[src/rtl/pc_sequencer.sv]
// pc_sequencer: multi-cycle PC/IR sequencing FSM (FETCH..WB, HALT).
// Optional macro PC_TRAP_EN adds a TRAP state and Trap port for unknown opcodes.
module pc_sequencer (
    input  logic        CLK,
    input  logic        RST_n,
    input  logic [31:0] PCout,
    input  logic [5:0]  Op,
    input  logic [5:0]  Funct,
    input  logic        Zero,
    input  logic [15:0] Imm16,
    input  logic [25:0] JIdx,
    input  logic [31:0] Rs_data,
    input  logic        IMEM_RDY,
    input  logic        DMEM_RDY,
    output logic        PC_EN,
    output logic [31:0] PCin,
    output logic        IR_EN,
    output logic [2:0]  Stage,
    output logic        Halt
`ifdef PC_TRAP_EN
    ,
    output logic        Trap
`endif
);
    localparam logic [2:0] FETCH  = 3'd0;
    localparam logic [2:0] DECODE = 3'd1;
    localparam logic [2:0] EXEC   = 3'd2;
    localparam logic [2:0] MEM    = 3'd3;
    localparam logic [2:0] WB     = 3'd4;
    localparam logic [2:0] HALT   = 3'd5;
`ifdef PC_TRAP_EN
    localparam logic [2:0] TRAP   = 3'd6;
    localparam logic [2:0] UNK    = TRAP;
`else
    localparam logic [2:0] UNK    = WB;
`endif

    logic [2:0]  state, state_nx;
    logic [31:0] pc4, br_tgt, j_tgt;
    logic is_beq, is_bne, is_j, is_jr, is_jal, is_lw, is_sw, is_alu, is_halt;
    logic is_known, exec_pc, taken, in_exec, in_trap;

    assign is_beq   = Op == 6'b000100;
    assign is_bne   = Op == 6'b000101;
    assign is_j     = Op == 6'b000010;
    assign is_jr    = Op == 6'b000000 && Funct == 6'b001000;
    assign is_jal   = Op == 6'b000011;
    assign is_lw    = Op == 6'b100011;
    assign is_sw    = Op == 6'b101011;
    assign is_alu   = (Op == 6'b000000 && !is_jr) || Op[5:3] == 3'b001;
    assign is_halt  = Op == 6'b111111;
    assign is_known = is_beq | is_bne | is_j | is_jr | is_jal | is_lw | is_sw | is_alu | is_halt;
    assign exec_pc  = is_beq | is_bne | is_j | is_jr;
    assign taken    = (is_beq & Zero) | (is_bne & ~Zero);

    assign pc4    = PCout + 32'd4;
    assign br_tgt = pc4 + {{14{Imm16[15]}}, Imm16, 2'b00};
    assign j_tgt  = {pc4[31:28], JIdx, 2'b00};

    always_ff @(posedge CLK or negedge RST_n) begin
        if (!RST_n) state <= FETCH;
        else        state <= state_nx;
    end

    always_comb begin
        state_nx = state;
        case (state)
            FETCH:  state_nx = IMEM_RDY ? DECODE : FETCH;
            DECODE: state_nx = EXEC;
            EXEC:   state_nx = exec_pc ? FETCH : (is_lw | is_sw) ? MEM : is_halt ? HALT : is_known ? WB : UNK;
            MEM:    state_nx = !DMEM_RDY ? MEM : is_sw ? FETCH : WB;
            WB:     state_nx = FETCH;
            HALT:   state_nx = HALT;
            default: state_nx = FETCH;
        endcase
    end

    assign in_exec = state == EXEC;
`ifdef PC_TRAP_EN
    assign in_trap = state == TRAP;
    assign Trap    = in_trap;
`else
    assign in_trap = 1'b0;
`endif

    // IR_EN is gated by reset directly so it stays low even with IMEM_RDY high in reset
    assign IR_EN = RST_n & (state == FETCH) & IMEM_RDY;
    assign PC_EN = (in_exec & exec_pc) | (state == MEM & DMEM_RDY & is_sw) | (state == WB) | in_trap;
    assign PCin  = (in_exec & taken) ? br_tgt :
                   ((in_exec & is_j) | (state == WB & is_jal)) ? j_tgt :
                   (in_exec & is_jr) ? Rs_data :
                   in_trap ? 32'h0000_0180 : pc4;
    assign Stage = state;
    assign Halt  = state == HALT;
endmodule

[config.mk]
export PLATFORM = sky130hd
export DESIGN_NAME = pc_sequencer
export DESIGN_NICKNAME = d
export VERILOG_FILES = /design/src/rtl/pc_sequencer.sv
export SDC_FILE = /design/constraint.sdc
export NUM_CORES = 1
export LEC_CHECK = 0
export ABC_CLOCK_PERIOD_IN_PS = 4100
export CORE_ASPECT_RATIO = 0.6
export CORE_UTILIZATION = 39
export CTS_BUF_LIST = sky130_fd_sc_hd__clkbuf_4 sky130_fd_sc_hd__clkbuf_8
export CTS_CLUSTER_SIZE = 14
export DETAILED_ROUTE_END_ITERATION = 8
export PLACE_DENSITY = 0.8
export SLEW_MARGIN = 20
export SYNTH_ARGS = -nofsm -noshare
export SYNTH_HDL_FRONTEND = slang
export SYNTH_SLANG_ARGS = --single-unit
[constraint.sdc]
create_clock -name CLK -period 4.1 [get_ports CLK]
set_input_delay 0.82 -clock CLK [delete_from_list [all_inputs] [get_ports CLK]]
set_output_delay 0.82 -clock CLK [all_outputs]
set_load 0.02 [all_outputs]
==> results.md, run 1 <==
- Status: stopped before the end
- Stage reached: global routing
- First error: [ERROR DPL-0038] Utilization greater than 100%, impossible to legalize
- Synth cell types: 65
- # port buffers: 160
- Synth Area in Compound Gates: about 36%
- Die Y: between 70 and 80 um
- Routability Congestion: roughly 1.0
- I/O pins: between 150 and 200
- Die Width: between 100 and 150 um
- Mux share of post-synthesis cell area: 0%
- Avg Cell Area, Syn: 6.82 um^2
- Post-synth EDFFs: 0
- Post-synth net total: about 660
- DP Worst Slack: -1550 ps
- Initial cell density of the core: 41.7%
- Post-GRT worst EP: PCin[28]
- Num Clock Sinks: 3
- Largest net degree at the start of global routing: 16
- Seq/Total Area, Yosys: roughly 2.2%
- Clk buf depth: 2
- Post-Synth Adder-Cell Area: roughly 14%
- Largest cells by area after synthesis: ha_1 (14%), a21oi_1 (8.4%), xnor2_1 (8.0%), nand2_1 (6.2%), xor2_1 (5.9%)
- Mapped Area: around 3400 um^2
- Combinational family with the most area after synthesis: compound AO/OA/AOI/OAI gates
- Share of async-settable or async-resettable flops after synthesis: between 90% and 100%
- Detailed Place HPWL: 14.3 mm
- Row cnt: 25
- DP Area: roughly 6500 um^2
- Area leader, netlist: ha_1
- Area share of the largest cell type after synthesis: 13.6%
- H-tree Lvls: 1
- Primary FF master, synth: dfrtp_1
- Worst EP kind: output port
- CTS Buf Count: 3
- Post-synthesis xor/xnor area fraction: 14.4%
- Synthesized flop and latch total: 3
- Cell count after synthesis: between 400 and 500
- Synth Warn #: 0
- Post-Synth Simple-Gate Area: a little under 30%
- Root Buffer: clkbuf_8
[cells by family after synthesis]
kind of cell | Yosys count
xor gates and xnor gates | 55
buffers and inverters | 38
AOI/OAI and AO/OA | 181
adders and majority gates | 38
and+or+nand+nor | 182
DFF | 3
[Yosys cell counts, types with 3 or more instances]
| master | count |
|---|---|
| o22a_1 | 3 |
| o21ai_0 | 15 |
| dfrtp_1 | 3 |
| xor2_1 | 23 |
| and2_1 | 3 |
| nand3_1 | 18 |
| a221oi_1 | 5 |
| nand2b_1 | 3 |
| or3_1 | 4 |
| nor2_1 | 41 |
| and4_1 | 6 |
| ha_1 | 37 |
| a211oi_1 | 16 |
| o21ai_1 | 9 |
| o22ai_1 | 3 |
| buf_2 | 8 |
| a22o_1 | 14 |
| o21bai_1 | 4 |
| nor4_4 | 3 |
| xnor2_1 | 31 |
| a21oi_1 | 57 |
| nand4_1 | 13 |
| a221o_1 | 6 |
| nor3b_1 | 3 |
| o31ai_1 | 5 |
| or2_1 | 3 |
| nand2_1 | 56 |
| a22oi_1 | 4 |
| nor3_1 | 8 |
| o211ai_1 | 6 |
| inv_1 | 12 |
| clkbuf_1 | 16 |
| nor2b_1 | 5 |
| a21o_1 | 11 |
| a31oi_1 | 7 |
[timing repair]
action                                 CTS
pin swaps                              110
gates resized for setup                385
setup endpoints to repair               32
endpoints found under the hold margin    0
setup buffers                           48
hold buffers                             0
[per-stage QoR]
| stage | TNS (ps) | hold slack (ps) | cells |
|---|---|---|---|
| after floorplan | -1100 | 524 | 497 |
| after global placement | -29660 | 568 | 917 |
| after detailed placement | -32250 | 580 | 917 |
| after CTS | -5690 | 624 | 967 |
==> run 2: changes to the inputs <==
==> config.mk (replaced) <==
export PLATFORM = sky130hd
export DESIGN_NAME = pc_sequencer
export DESIGN_NICKNAME = d
export VERILOG_FILES = /design/src/rtl/pc_sequencer.sv
export SDC_FILE = /design/constraint.sdc
export NUM_CORES = 1
export LEC_CHECK = 0
export ABC_CLOCK_PERIOD_IN_PS = 5350
export CORE_UTILIZATION = 25
export DETAILED_ROUTE_END_ITERATION = 8
export PLACE_DENSITY_LB_ADDON = 0.15
export SLEW_MARGIN = 20
export SYNTH_ARGS = -nofsm -noshare
export SYNTH_HDL_FRONTEND = slang
export SYNTH_SLANG_ARGS = --single-unit
==> constraint.sdc (replaced) <==
create_clock -name CLK -period 5.35 [get_ports CLK]
set_input_delay 1.07 -clock CLK [delete_from_list [all_inputs] [get_ports CLK]]
set_output_delay 1.07 -clock CLK [all_outputs]
set_load 0.02 [all_outputs]
==> run 2 against run 1 <==
Net effect: the flow now finishes without violations; synthesized area unchanged; synthesized cell count unchanged.
==> results.md, run 2 <==
- CP Data Arrival Time: 4160 ps
- Final setup fails: 0
- Critical Path Start Type: primary input
- Max reg flops: 3
- DP Worst Slack: -808 ps (was -1550 ps)
- Slowest stage delay, CP: around 330 ps
- CP required: between 4000 and 5000 ps
- Largest net degree at the start of global routing: 44
- Fin crit period: 5230 ps
- Synthesized flop and latch total: 3 (unchanged)
- Global Route Usage Sum: between 20 and 25%
- Die Y: 118 um (was 74.2 um)
- DRT Wirelength: ~16 mm
- WHS: about 600 ps
- Num Clock Sinks: 3 (unchanged)
- Worst rel slew slack: a little under half
- Leak Pwr: 2.98 nW
- Vias: about 5,000
- Clk_lat worst skew: between 200 and 250 ps
- Initial antenna violation count: 2
- Reg2reg path depth: 4
- Slowest-stage cell, CP: nor4_4
- Slew at the pin closest to its max-slew limit: between 800 and 900 ps
- Crit-path max FO: 7
- First-pass GRT wire length: approximately 25 mm
- RR Endpoint: Stage[0]$_DFF_PN0_
- Worst r2r src: Stage[1]$_DFF_PN0_
- Worst path cell trace: clkdlybuf4s15_2 -> and4_4 -> nand4_4 -> or2_4 -> nor4_4 -> xor2_2 -> ha_1 -> buf_6 -> nor2b_1 -> o31ai_1 -> a21oi_1 -> buf_4 -> buf_4 -> nor4_4 -> o31ai_1 -> buf_2
- Row cnt: 42 (was 25)
- Full die area: about 14,000 um^2
- Primary FF master, synth: dfrtp_1 (unchanged)
- Most frequent cells in the layout: buf_4 (170), clkdlybuf4s50_1 (111), nand2_1 (54)
- Post-route design area: 6760 um^2
- Mapped Area: 3390 um^2 (unchanged)
- Die Width: 118 um (was 122 um)
- Pwr dens: roughly 110 nW/um^2
- CTS tree: done
- Initial DRC count: 228
- Detail Route Antenna Nets: 0
- Worst VDD drop: approximately 0.15 mV
- Detailed Place HPWL: 13.1 mm (was 14.3 mm)
- Layout Area Growth over Synthesis: 99.2%
- DR pass1 iterations: 4
- Synth cell types: 65 (unchanged)
- Final hold violation count: 0
- Buf/Inv on CP: 5
- Vias in the first global route: 5,233
- WL per Instance: 16.2 um
- CTS Buf Count: 3 (unchanged)
- Routability Congestion: 0.941 (was 1.04)
- Placed instance count: 962 (was 917)
- Cell count after synthesis: 497 (unchanged)
- Seq/Total Area, Yosys: 2.21% (unchanged)
- Post-synth EDFFs: 0 (unchanged)
- Fin Setup TNS: 0 ps
- MaxCap Viol Count: 0
- Share of async-settable or async-resettable flops after synthesis: 100% (unchanged)
- Synth Warn #: 0 (unchanged)
- Total core area: 13,200 um^2
- Post-synth net total: 658 (unchanged)
- I/O pins: 161 (unchanged)
- Area leader, netlist: ha_1 (unchanged)
- Most frequent cell after synthesis: a21oi_1 (unchanged)
- Status: completed (was stopped before the end)
- Clk slew on worst S/H paths: 30 ps
- Critical path's top delay family: simple AND/OR/NAND/NOR gates
- # DRC: 0
- Nets@finish: approximately 1,000
- Hold buffer count at CTS: 0 (unchanged)
- Number of fill cells: 1,322
- Pins Over Slew Limit: 0
- Crit path kind: in2out
- Setup ws final: around 120 ps
- H-tree Lvls: 1 (unchanged)
- Clk_skew: ~1.4 ps
- DP Area: 6290 um^2 (was 6470 um^2)
- Root Buffer: clkbuf_16 (was clkbuf_8)
- Avg Cell Area, Syn: 6.82 um^2 (unchanged)
- Worst setup EP type: output pin
- Share of layout cells above drive strength 1: 33.7%
- R2R Setup Slk: slightly above 4000 ps
- # port buffers: 160 (unchanged)
- Via/cell ratio: 5.07
- Total grt overflow: 0
- Final period util: 97.7%
- Synth cell count leaders: a21oi_1 (57), nand2_1 (56), nor2_1 (41), ha_1 (37), xnor2_1 (31) (unchanged)
- Initial cell density of the core: 25.6% (was 41.7%)
- Clk buf depth: 2 (unchanged)
- Worst Setup SP: PCout[15]
- Fmax: between 150 and 200 MHz
- Critical Path End: PCin[30]
- Largest cells by area after synthesis: ha_1 (14%), a21oi_1 (8.4%), xnor2_1 (8.0%), nand2_1 (6.2%), xor2_1 (5.9%) (unchanged)
- Levels on crit path: 16
- Layout Cells excl Fill: between 900 and 1,000
- Most common cell after layout, fill and taps aside: buf_4
- Area share of the largest cell type after synthesis: 13.6% (unchanged)
- Hold Path Class: reg2reg
==> run 2: cell counts after synthesis <==
No cell type changed its count.
==> run 2: power breakdown <==
group	total (mW)	internal [mW]	leakage (nW)	switching, mW
Clock	0.119	0.0983	0.0382	0.0202
Combinational	0.584	0.322	2.91	0.262
Sequential	0.0229	0.0229	0.0315	0
Total	0.726	0.444	2.98	0.282
==> run 2: final cells by class <==
| type | instances | area [um^2] | area share [%] |
|---|---|---|---|
| inverter | 12 | 45.0 | 0.667 |
| timing repair buffer | 335 | 2850 | 42.2 |
| antenna | 2 | 5.00 | 0.0741 |
| clock buffer | 4 | 78.8 | 1.17 |
| sequential | 3 | 75.1 | 1.11 |
| tap | 176 | 220 | 3.26 |
| multi-input combinational | 456 | 3480 | 51.5 |
==> run 2: kinds of logic (layout without fill, tap and decap cells) <==
family	Yosys count	in the layout	share of synthesized area, %
xor gates and xnor gates	55	55	14.4
AOI/OAI and AO/OA	181	181	35.6
adders and majority gates	38	38	14.2
buffers and inverters	38	351	4.72
DFF	3	3	2.21
and+or+nand+nor	182	182	28.8
other	0	2	0
==> run 2: worst min-delay path by stage <==
stage / start / to / slack, ps / depth (start not counted)
2_1_floorplan: Stage[2]$_DFF_PN0_ / Stage[1]$_DFF_PN0_ / 640 / 1
3_3_place_gp: Stage[2]$_DFF_PN0_ / Stage[1]$_DFF_PN0_ / 580 / 1
3_5_place_dp: Stage[2]$_DFF_PN0_ / Stage[1]$_DFF_PN0_ / 600 / 1
4_1_cts: Stage[2]$_DFF_PN0_ / Stage[1]$_DFF_PN0_ / 610 / 1
5_1_grt: Stage[2]$_DFF_PN0_ / Stage[1]$_DFF_PN0_ / 650 / 1
6_report: Stage[2]$_DFF_PN0_ / Stage[1]$_DFF_PN0_ / 610 / 1
==> run 2: repair_timing <==
item | in CTS | in global routing
resized for setup | 137 | 45
pin swaps | 42 | 32
buffers inserted | 16 | 4
setup endpoints to repair | 23 | 23
==> run 2: stage by stage <==
stage | power, mW | utilization, %
2_1_floorplan | 0.255 | -
3_3_place_gp | 0.555 | 47.5
3_5_place_dp | 0.558 | 47.5
4_1_cts | 0.706 | 50.0
5_1_grt | 0.778 | 51.0
6_report | 0.726 | 51.0
==> run 2: metal layers <==
metal  up-vias  GRT usage [%]  routed length (um)  share of wire, %
met2       118           41.0                7980                50
met5         -              0                   0                 0
met4         0           6.49                 434               2.7
li1       2516              -                   -                 -
met1      2345           26.5                7080                44
met3        29           2.17                 474               3.0
Power figures use the tool's default switching activity.
